**src/rtl/des_key_pkg.sv**
```systemverilog
// -----------------------------------------------------------------------------
// des_key_pkg
// Shared DES key-schedule definitions:
//   - KEY_W / HALF_W / SUBKEY_W : fixed DES widths (56 / 28 / 48)
//   - shift_t                   : 2-bit per-half left-rotate amount
//   - PC2_TABLE                 : standard DES PC-2 table, 1-based, bit 1 = MSB
//   - SHIFT_SCHEDULE            : per-round rotate amounts for round controllers
//   - pc2_map()                 : applies PC-2 to a 56-bit C||D state
// -----------------------------------------------------------------------------
package des_key_pkg;

    localparam int KEY_W    = 56;
    localparam int HALF_W   = 28;
    localparam int SUBKEY_W = 48;
    localparam int ROUNDS   = 16;

    typedef logic [1:0] shift_t;

    localparam shift_t SHIFT_0       = 2'd0;
    localparam shift_t SHIFT_1       = 2'd1;
    localparam shift_t SHIFT_2       = 2'd2;
    localparam shift_t SHIFT_ILLEGAL = 2'd3;

    // Entry i gives the 1-based source bit (1 = bit [55]) of subkey bit i+1
    // (subkey bit 1 = bit [47]).
    localparam int PC2_TABLE [SUBKEY_W] = '{
        14, 17, 11, 24,  1,  5,  3, 28, 15,  6, 21, 10,
        23, 19, 12,  4, 26,  8, 16,  7, 27, 20, 13,  2,
        41, 52, 31, 37, 47, 55, 30, 40, 51, 45, 33, 48,
        44, 49, 39, 56, 34, 53, 46, 42, 50, 36, 29, 32
    };

    localparam shift_t SHIFT_SCHEDULE [ROUNDS] = '{
        SHIFT_1, SHIFT_1, SHIFT_2, SHIFT_2, SHIFT_2, SHIFT_2, SHIFT_2, SHIFT_2,
        SHIFT_1, SHIFT_2, SHIFT_2, SHIFT_2, SHIFT_2, SHIFT_2, SHIFT_2, SHIFT_1
    };

    // PC-2 selection: converts the 1-based MSB-first table into vector indices.
    function automatic logic [SUBKEY_W-1:0] pc2_map(input logic [KEY_W-1:0] cd);
        logic [SUBKEY_W-1:0] sub;
        sub = {SUBKEY_W{1'b0}};
        for (int i = 0; i < SUBKEY_W; i++) begin
            sub[SUBKEY_W-1-i] = cd[KEY_W-PC2_TABLE[i]];
        end
        return sub;
    endfunction

endpackage

```
**src/rtl/key_half_rotate.sv**
```systemverilog
// -----------------------------------------------------------------------------
// key_half_rotate
// Combinational left rotate of one 28-bit key half by 0, 1 or 2 bits.
// The illegal amount 3 passes the half through unrotated.
// Ports:
//   half_in  in  28  C or D half
//   amount   in   2  rotate amount (shift_t)
//   half_out out 28  rotated half
// -----------------------------------------------------------------------------
module key_half_rotate
    import des_key_pkg::*;
(
    input  logic [HALF_W-1:0] half_in,
    input  shift_t            amount,
    output logic [HALF_W-1:0] half_out
);

    // Rotate selection; wraps within the half only.
    always_comb begin
        half_out = half_in;
        case (amount)
            SHIFT_0: half_out = half_in;
            SHIFT_1: half_out = {half_in[HALF_W-2:0], half_in[HALF_W-1]};
            SHIFT_2: half_out = {half_in[HALF_W-3:0], half_in[HALF_W-1:HALF_W-2]};
            default: half_out = half_in;
        endcase
    end

endmodule

```
**src/rtl/key_round_step.sv**
```systemverilog
// -----------------------------------------------------------------------------
// key_round_step
// One DES key-schedule round step: rotates the C and D halves of the 56-bit
// post-PC-1 key state left by 0/1/2 bits and registers the result (1 cycle).
// Optional feature macro: KEY_ROUND_STEP_PC2_EN adds a registered PC-2 subkey.
// Ports:
//   clk          in   1   rising-edge clock
//   rst_n        in   1   asynchronous active-low reset
//   in_valid     in   1   in_key / shift_amount valid this cycle
//   in_key       in  56   key state, [55:28] = C, [27:0] = D
//   shift_amount in   2   rotate amount per half (3 is illegal)
//   out_valid    out  1   one-cycle pulse per accepted input
//   shifted_key  out 56   registered rotated state
//   shift_err    out  1   registered, set when the accepted amount was 3
//   round_key    out 48   registered PC-2 of rotated state (macro only)
// -----------------------------------------------------------------------------
module key_round_step
    import des_key_pkg::*;
(
    input  logic                clk,
    input  logic                rst_n,
    input  logic                in_valid,
    input  logic [KEY_W-1:0]    in_key,
    input  logic [1:0]          shift_amount,
    output logic                out_valid,
    output logic [KEY_W-1:0]    shifted_key,
    output logic                shift_err
`ifdef KEY_ROUND_STEP_PC2_EN
    ,
    output logic [SUBKEY_W-1:0] round_key
`endif
);

    logic [HALF_W-1:0] c_rot_s;
    logic [HALF_W-1:0] d_rot_s;
    logic [KEY_W-1:0]  next_key_s;
    logic              illegal_s;

    key_half_rotate u_rot_c (
        .half_in  (in_key[KEY_W-1:HALF_W]),
        .amount   (shift_amount),
        .half_out (c_rot_s)
    );

    key_half_rotate u_rot_d (
        .half_in  (in_key[HALF_W-1:0]),
        .amount   (shift_amount),
        .half_out (d_rot_s)
    );

    // Join the rotated halves and flag the illegal amount.
    always_comb begin
        next_key_s = {c_rot_s, d_rot_s};
        illegal_s  = (shift_amount == SHIFT_ILLEGAL);
    end

    // Output registers: load on accepted input, otherwise hold with valid low.
    always_ff @(posedge clk or negedge rst_n) begin
        if (!rst_n) begin
            out_valid   <= 1'b0;
            shifted_key <= {KEY_W{1'b0}};
            shift_err   <= 1'b0;
        end else if (in_valid) begin
            out_valid   <= 1'b1;
            shifted_key <= next_key_s;
            shift_err   <= illegal_s;
        end else begin
            out_valid   <= 1'b0;
        end
    end

`ifdef KEY_ROUND_STEP_PC2_EN
    // Subkey register, loaded in step with shifted_key.
    always_ff @(posedge clk or negedge rst_n) begin
        if (!rst_n) begin
            round_key <= {SUBKEY_W{1'b0}};
        end else if (in_valid) begin
            round_key <= pc2_map(next_key_s);
        end else begin
            round_key <= round_key;
        end
    end
`endif

endmodule

```
**config.mk**
```make
export PLATFORM = sky130hd
export DESIGN_NAME = key_round_step
export DESIGN_NICKNAME = d
export VERILOG_FILES = /design/src/rtl/des_key_pkg.sv /design/src/rtl/key_half_rotate.sv /design/src/rtl/key_round_step.sv
export SDC_FILE = /design/constraint.sdc
export NUM_CORES = 1
export LEC_CHECK = 0
export CORE_ASPECT_RATIO = 2
export CORE_MARGIN = 3
export CORE_UTILIZATION = 49
export CTS_CLUSTER_DIAMETER = 40
export DETAILED_ROUTE_END_ITERATION = 7
export PLACE_DENSITY = 0.86
export SLEW_MARGIN = 20
export SYNTH_ARGS = -nofsm -noshare
export SYNTH_HDL_FRONTEND = slang
export SYNTH_HIERARCHICAL = 1
export SYNTH_SLANG_ARGS = --single-unit
```
**constraint.sdc**
```tcl
create_clock -name clk -period 1.65 [get_ports clk]
set_clock_uncertainty 0.2 [all_clocks]
set_input_delay 0.495 -clock clk [delete_from_list [all_inputs] [get_ports clk]]
set_output_delay 0.495 -clock clk [all_outputs]
set_load 0.1 [all_outputs]
```
Yosys cells after proc, flatten, opt, wreduce, memory -nomap -nowiden
Index checks and enable logic that the tools add are counted.
{"block": "word_totals", "romBits": 0, "wordCells": 9, "latch_bits": 0, "n_memories": 0, "inputBits": 61, "ram_bits": 0, "out_inout_bits": 58, "register_bits": 58}
{"block": "classes", "n_lt_le_gt_ge": 0, "n_reduce_logical": 0, "mux": 3, "shift": 0, "n_bitwise": 0, "eq_ne": 3, "n_mul": 0, "div": 0, "n_addsub": 0}
{"op": "$pmux 28 s2", "n": 2}
{"op": "$eq 2x2->1 const B", "n": 2}
{"op": "$eq 2x1->1 const B", "n": 1}
{"op": "$mux 1", "n": 1}

Depth between registers and ports, before layout
Gate-level depths: netlist (run 1).
{"block": "logic_depth", "word_depth": 2, "depth_mapped": 7, "ltp_nobuf": 5}

By module
The synthesis (run 1) kept the hierarchy.
{"mod": "key_round_step", "n_inst": 1, "area_each_um2": 2212.1, "seq_area_each_um2": 1451.4, "cells_each": 123}
{"mod": "key_half_rotate", "n_inst": 2, "area_each_um2": 599.3, "seq_area_each_um2": 0.0, "cells_each": 100}

Worst setup path after synthesis (run 1)
Ideal clock, no wire load.
{"block": "synth_timing", "path_kind": "input-to-reg", "from": "in shift_amount[0]", "to": "reg shifted_key[40]", "slack_ns": -0.154, "path_buffers": 2, "setup_time_ns": 0.126, "required_ns": 1.324, "cell_stages": 7, "t_arrival_ns": 1.478, "path_cell_list": "inv_1 -> ha_1 -> buf_4 -> buf_2 -> nand2_1 -> o21ai_1 -> mux2_4"}
{"block": "synth_between", "elab_chain_len": 2, "elab_cells_between_ends": 3, "classes_between": "2 x eq/ne; 1 x mux"}
{"element": "start, declared", "line_no": "key_round_step.sv:24", "text": "input logic [1:0] shift_amount,"}
{"element": "$eq 2x2->1 / $eq 2x1->1 (equally long branches)", "line_no": "key_half_rotate.sv:21", "text": "case (amount)"}
{"element": "$pmux 28 s2 *", "line_no": "key_half_rotate.sv:21"}
{"element": "via c_rot_s[12]", "line_no": "key_round_step.sv:34", "text": "logic [HALF_W-1:0] c_rot_s;"}
{"element": "end signal, assigned", "line_no": "key_round_step.sv:61", "text": "shifted_key <= {KEY_W{1'b0}};"}
{"element": "end signal, assigned", "line_no": "key_round_step.sv:65", "text": "shifted_key <= next_key_s;"}
{"element": "end, declared", "line_no": "key_round_step.sv:26", "text": "output logic [KEY_W-1:0] shifted_key,"}
Mark *: on every way through the listed nets, which the timed path passes. The rest lies on a longest branch.
A chain may end at the register's enable or synchronous reset.

Final worst setup path (run 1)
{"block": "layout_timing", "from": "in shift_amount[0]", "to": "reg shifted_key[11]"}
{"block": "layout_between", "elab_chain_len": 2, "elab_cells_between_ends": 3, "classes_between": "2 x eq/ne; 1 x mux"}
{"element": "$eq 2x2->1 / $eq 2x1->1 (equally long branches)", "line_no": "key_half_rotate.sv:21"}
{"element": "$pmux 28 s2 *", "line_no": "key_half_rotate.sv:21"}
{"element": "via d_rot_s[11]", "line_no": "key_round_step.sv:35", "text": "logic [HALF_W-1:0] d_rot_s;"}
Marked as above.

==> results.py, run 1 <==
metrics = {
    "synthesis": {
        "synth_top_area_share": 0.426,
        "ys_warn_count": 6,
        "synth_area_leader_cell": "dfrtp_1",
        "yosysSeqAreaShare": 0.426,
        "synth_area_um2": 3410,
        "post_synth_main_area_contributors": "dfrtp_1, mux2_2, a22oi_1",
        "synthCells": 323,
        "post_synth.cell_area_avg_um2": 10.6,
        "synth_seq_cells": 58,
        "synthesis.nets": 388,
        "yosys.cell_types.count": 15,
    },
    "setup_path": {
        "cp_max_fo": 7,
        "rr_endpoint": "shifted_key[13]",
        "cpPeakStageDelay_ps": 260,
        "path_cells": "buf_8 -> buf_6 -> ha_4 -> buf_12 -> a22oi_2 -> o21ai_2 -> mux2_4",
        "start_kind": "input pin",
        "r2r.worst_path.cells": 2,
        "cpMaxStageDelayCell": "mux2_4",
        "crit_type": "input pin to register",
        "critPathRequiredTime_ps": 1670,
        "end_kind": "register",
        "r2r_setup_slack_ps": 490,
        "rr_startpoint": "shifted_key[13]",
        "arrival_ps": 1670,
    },
    "grt": {
        "antenna_found_initial": 0,
        "grt_max_degree": 59,
        "grt_pass1_wl_um": 18500,
        "grt_pass1_vias": 3527,
        "overflow": 0,
        "grt_use_total": 0.303,
    },
    "die": {
        "dieWidth_um": 65.0,
        "die_area_um2": 8060,
        "die_h_um": 124,
        "core_area_um2": 6670,
        "num_rows": 42,
        "ios": 119,
        "start_util": 0.511,
    },
    "power_and_ir_drop": {
        "finalPower_mw": 7.55,
        "irDropWorstVdd_mv": 1.05,
        "p_leak_nw": 2.56,
        "p_per_area_nw_per_um2": 1250,
    },
    "hold_path": {
        "hold_class": "input pin to register",
        "hold_path_end": "out_valid",
        "hp-start": "in_valid",
        "hold_depth": 1,
    },
    "timing": {
        "finalMaxSlewViolations": 0,
        "fmax_mhz": 603,
        "setup_viol": 3,
        "hold_viol_final": 0,
        "rsz0062_at_grt": "true",
        "worst_pin_slew_ps": 435,
        "slew_headroom": 0.710,
        "timing.final.crit_share": 1.01,
        "setup_ws_ps": -8.45,
        "period_minus_slack_ps": 1660,
    },
    "cells_and_area": {
        "area_growth_pct": 77.4,
        "fin_util": 0.906,
        "nets": 518,
        "drive_above_1_share": 0.477,
        "fillerInstances": 249,
        "diodes": 0,
        "stdcell_area_um2": 6050,
    },
    "clock_network": {
        "clock-sinks": 58,
        "cts-htree-levels": 3,
        "clk_latency_ps": 330,
        "clkTransAtPathRegs_ps": 60,
        "cts_made_buffers": 9,
        "root_buffer": "clkbuf_16",
        "clockBufferDepth": 2,
        "cts_tree": "built",
    },
    "drt": {
        "ant_nets": 0,
        "drt_iter0_markers": 322,
        "drt-total-wl_um": 12500,
        "via_count": 3388,
        "met3_length_um": 810,
        "drt-vias-per-instance": 6.22,
        "routed.top_layer": "met4",
        "met2WireLength_um": 6690,
        "drc": 0,
        "dr.pass1.iters": 5,
        "wl_met1_um": 4430,
        "wl_per_cell_um": 22.9,
    },
    "placed_design": {
        "port_buffers": 118,
        "place_hpwl_um": 7530,
        "place.gp.congestion": 0.758,
        "placed_cell_area_um2": 5520,
    },
    "status": {
        "status": "finished with violations",
        "violations": "negative setup slack",
    },
    "job": {
        "maxCapViolCount": 0,
    },
}
## layout make-up
cell class | count | area (µm²) | area share
multi-input combinational | 230 | 1980 | 0.327
sequential | 58 | 1450 | 0.240
inverter | 5 | 46.3 | 0.00765
clock buffer | 13 | 270 | 0.0447
timing repair buffer | 149 | 2160 | 0.357
tap | 88 | 110 | 0.0182
clock inverter | 2 | 35.0 | 0.00579
## registers in the layout, summed over array words and instances (netlist names)
register     flops
out_valid        1
shifted_key     56
shift_err        1
## report_power, final
group,total (mW),internal (mW),switching (mW)
sequential,1.90,1.64,0.261
combinational,3.73,1.46,2.27
clock,1.92,1.28,0.640
## cell usage in the layout, fill, tap and decap left out, drive strengths merged
| cell | Yosys | layout |
|---|---|---|
| buf | 28 | 91 |
| dfrtp | 58 | 58 |
| o21ai | 57 | 57 |
| clkdlybuf4s50 | 0 | 56 |
| nand2 | 56 | 56 |
| a22oi | 56 | 56 |
| mux2 | 56 | 56 |
| clkbuf | 2 | 14 |
| inv | 5 | 5 |
| ha | 4 | 4 |
| nand3 | 1 | 1 |
| bufinv | 0 | 1 |
| clkinv | 0 | 1 |
| dlygate4sd3 | 0 | 1 |
## worst max-delay path by stage
stage,from,end,slack [ps]
floorplan,shift_amount[1],shifted_key[10],-70
global placement,shift_amount[1],shifted_key[31],-680
detailed placement,shift_amount[0],shifted_key[17],-780
CTS,shifted_key[51],shifted_key[51],5
global route,shift_amount[0],shifted_key[11],-40
finish,shift_amount[0],shifted_key[11],-8
## Yosys cell counts
| cell | count |
|---|---|
| a22oi_1 | 56 |
| buf_6 | 11 |
| nand2_1 | 56 |
| mux2_4 | 18 |
| nand3_1 | 1 |
| clkbuf_1 | 2 |
| dfrtp_1 | 58 |
| buf_8 | 4 |
| o21ai_0 | 1 |
| buf_2 | 7 |
| buf_4 | 6 |
| ha_1 | 4 |
| inv_1 | 5 |
| o21ai_1 | 56 |
| mux2_2 | 38 |
## stage by stage
stage	setup TNS, ps	hold WS (ps)	instances	worst slack (ps)
after CTS	0	198	537	4.76
after floorplan	-1770	-0.591	323	-68.4
after detailed placement	-40230	328	517	-783
after global placement	-37440	322	517	-684
after global routing	-215	205	545	-42.7
final	-15.6	207	545	-8.45
## logic make-up (layout without fill, tap and decap cells)
logic type | count (synthesis) | after routing | share of synthesized area
AO/OA/AOI/OAI | 113 | 113 | 0.207
adder cells (fa/ha/maj) | 4 | 4 | 0.0147
buffers and inverters | 35 | 169 | 0.0851
flip-flops | 58 | 58 | 0.426
multiplexers | 56 | 56 | 0.205
AND/OR/NAND/NOR | 57 | 57 | 0.0631
## critical path: cells and delay by family
kind,cells,cell delay [ps]
multiplexers,1,260
AO/OA/AOI/OAI,2,330
buffers and inverters,3,370
adder cells (fa/ha/maj),1,220
## timing repair
item	4_1_cts	5_1_grt
pin swaps	5	6
setup endpoints to repair	56	47
setup buffers	4	8
cloned	1	1
gates resized for setup	14	10
hold buffers	1	0
endpoints found under the hold margin	58	0
## layer usage
metal / vias to the layer above / track usage
li1: 1442 / -
met1: 1695 / 0.330
met2: 198 / 0.533
met3: 53 / 0.0695
met4: 0 / 0.170
met5: - / 0
No activity file was read; power rests on OpenSTA's default activity.
==> run 2, diff against run 1 <==
--- a/config.mk
+++ b/config.mk
@@ -5,12 +5,14 @@
 export SDC_FILE = /design/constraint.sdc
 export NUM_CORES = 1
 export LEC_CHECK = 0
+export ABC_AREA = 1
+export ABC_CLOCK_PERIOD_IN_PS = 1650
 export CORE_ASPECT_RATIO = 2
 export CORE_MARGIN = 3
-export CORE_UTILIZATION = 49
+export CORE_UTILIZATION = 51
 export CTS_CLUSTER_DIAMETER = 40
 export DETAILED_ROUTE_END_ITERATION = 7
-export PLACE_DENSITY = 0.86
+export PLACE_DENSITY = 0.87
 export SLEW_MARGIN = 20
 export SYNTH_ARGS = -nofsm -noshare
 export SYNTH_HDL_FRONTEND = slang
==> run 2 against run 1 <==
Effect of this change:
- the flow now finishes without violations
- flip-flop and latch count unchanged
- worst setup slack better by 24 ps
- wire length down 6.1%
- via count up 26%
- die area up 6.3%
- clock power down 9%
- sequential power down 5%
- area after synthesis up 11%
==> results.py, run 2 <==
metrics = {
    "status": {
        "status": "finished clean",
    },
    "clock_network": {
        "root_buffer": "clkbuf_16",
        "cts-htree-levels": 3,
        "clkTransAtPathRegs_ps": 50,
        "cts_tree": "built",
        "cts_made_buffers": 9,
        "clock-sinks": 58,
        "clk_latency_ps": 320,
        "clockBufferDepth": 2,
    },
    "drt": {
        "via_count": 4272,
        "wl_per_cell_um": 14.2,
        "dr.pass1.iters": 5,
        "drc": 0,
        "drt-vias-per-instance": 5.18,
        "drt-total-wl_um": 11700,
        "ant_nets": 0,
        "drt_iter0_markers": 477,
    },
    "die": {
        "die_h_um": 128,
        "core_area_um2": 7100,
        "ios": 119,
        "dieWidth_um": 67.0,
        "num_rows": 43,
        "start_util": 0.534,
        "die_area_um2": 8560,
    },
    "synthesis": {
        "yosys.cell_types.count": 11,
        "synth_top_area_share": 0.501,
        "synthCells": 610,
        "yosysSeqAreaShare": 0.383,
        "synth_edf_count": 0,
        "synth_area_leader_cell": "nand2_1",
        "synth-async-reset-ratio": 1.00,
        "ys.flop_type": "dfrtp_1",
        "post_synth.cell_area_avg_um2": 6.21,
        "synth.most_common_cell": "nand2_1",
        "ys_warn_count": 6,
        "post_synth_main_area_contributors": "nand2_1, dfrtp_1, buf_6",
        "synth_seq_cells": 58,
        "synthesis.nets": 675,
        "synthTopCellsByCount": "nand2_1, dfrtp_1, buf_6",
        "synth_area_um2": 3790,
    },
    "cells_and_area": {
        "regMostFlops": "shifted_key",
        "stdcell_area_um2": 5970,
        "layout_common_cells": "nand2_1, buf_12, dfrtp_1",
        "largest_reg_flops": 56,
        "reg_top3": "shifted_key: 56 flops, out_valid: 1 flops, shift_err: 1 flops",
        "nets": 795,
        "diodes": 0,
        "layout_commonest_cell": "nand2_1",
        "drive_above_1_share": 0.146,
        "area_growth_pct": 57.6,
    },
    "hold_path": {
        "hold_class": "input pin to register",
    },
    "timing": {
        "rsz0062_at_grt": "true",
        "timing.final.crit_share": 0.991,
        "fmax_mhz": 612,
        "slew_headroom": 0.777,
        "setup_viol": 0,
        "hold_viol_final": 0,
        "worst_pin_slew_ps": 334,
        "fin_tns_setup_ps": 0,
        "finalMaxSlewViolations": 0,
        "period_minus_slack_ps": 1630,
    },
    "grt": {
        "grt_max_degree": 59,
        "grt_use_total": 0.275,
        "overflow": 0,
        "grt_pass1_wl_um": 18300,
        "antenna_found_initial": 0,
        "grt_pass1_vias": 4155,
    },
    "setup_path": {
        "path_cells": "buf_12",
        "arrival_ps": 940,
        "cp_max_fo": 2,
        "critPathRequiredTime_ps": 950,
        "crit_buf_inv": 1,
        "start_kind": "register",
        "cpPeakStageDelay_ps": 420,
        "end_kind": "primary output",
        "crit_type": "register to primary output",
        "critPathTopFamily": "flip-flops",
        "cpMaxStageDelayCell": "dfrtp_1",
    },
    "power_and_ir_drop": {
        "irDropWorstVdd_mv": 0.680,
        "p_leak_nw": 3.31,
        "p_per_area_nw_per_um2": 1100,
    },
    "placed_design": {
        "port_buffers": 118,
        "placed_cell_area_um2": 5540,
        "place.gp.congestion": 0.827,
        "place_hpwl_um": 7860,
    },
    "job": {
        "maxCapViolCount": 0,
    },
}
## run 2: final timing paths
kind	from	end	slack [ps]	cells after the start
setup / recovery	shifted_key[3]	shifted_key[3]	20	1
hold / removal	shift_amount[1]	shift_err	280	3
setup reg to reg	shifted_key[33]	shifted_key[33]	640	3
hold reg to reg	shifted_key[0]	shifted_key[0]	330	2
max in group asynchronous	rst_n	shifted_key[37]	470	3
min in group asynchronous	rst_n	shifted_key[45]	520	3
## run 2: metal layers
| metal | track usage | vias up | part of all wire |
|---|---|---|---|
| met5 | 0 | - | 0 |
| met4 | 0.135 | 0 | 0.036 |
| met3 | 0.0482 | 46 | 0.064 |
| met2 | 0.508 | 237 | 0.54 |
| met1 | 0.288 | 1934 | 0.36 |
| li1 | - | 2055 | - |
## run 2: final cells by class
class                      instances  area, µm²
fill                             426       1130
clock inverter                     2       10.0
clock buffer                      14        274
sequential                        58       1450
timing repair buffer             143       2110
multi-input combinational        511       1990
inverter                           7       26.3
tap                               90        113
## run 2: repair_timing
action | CTS | global route
endpoints found under the hold margin | 14 | 0
gates cloned | 1 | 2
pin swaps | 0 | 0
setup endpoints to repair | 56 | 58
hold buffers | 1 | 0
setup buffers | 1 | 3
resized for setup | 5 | 8
## run 2: metrics by stage
| stage | worst slack (ps) | instances | power, mW | utilization | hold WS, ps |
|---|---|---|---|---|---|
| floorplan | 14.9 | 610 | 3.59 | - | -0.591 |
| global placement | -537 | 801 | 4.74 | 0.780 | 317 |
| detailed placement | -560 | 801 | 4.79 | 0.780 | 324 |
| CTS | 2.99 | 820 | 6.59 | 0.829 | 328 |
| global route | -13.7 | 825 | 6.84 | 0.841 | 287 |
| finish | 15.2 | 825 | 6.60 | 0.841 | 278 |
## run 2: where the power goes
part | total [mW] | internal (mW) | switching, mW
clock | 1.74 | 1.13 | 0.608
combinational | 3.05 | 1.10 | 1.95
sequential | 1.81 | 1.60 | 0.204
## run 2: worst register-to-register path, stage by stage, from the launching register on
cell and delay (ps):
dfrtp_1 420, buf_4 160, nand2_1 60, nand2_1 60
## run 2: cell families after synthesis
family | synth area share
adders and majority gates | 0.0132
and+or+nand+nor | 0.502
DFF | 0.383
buffers and inverters | 0.101
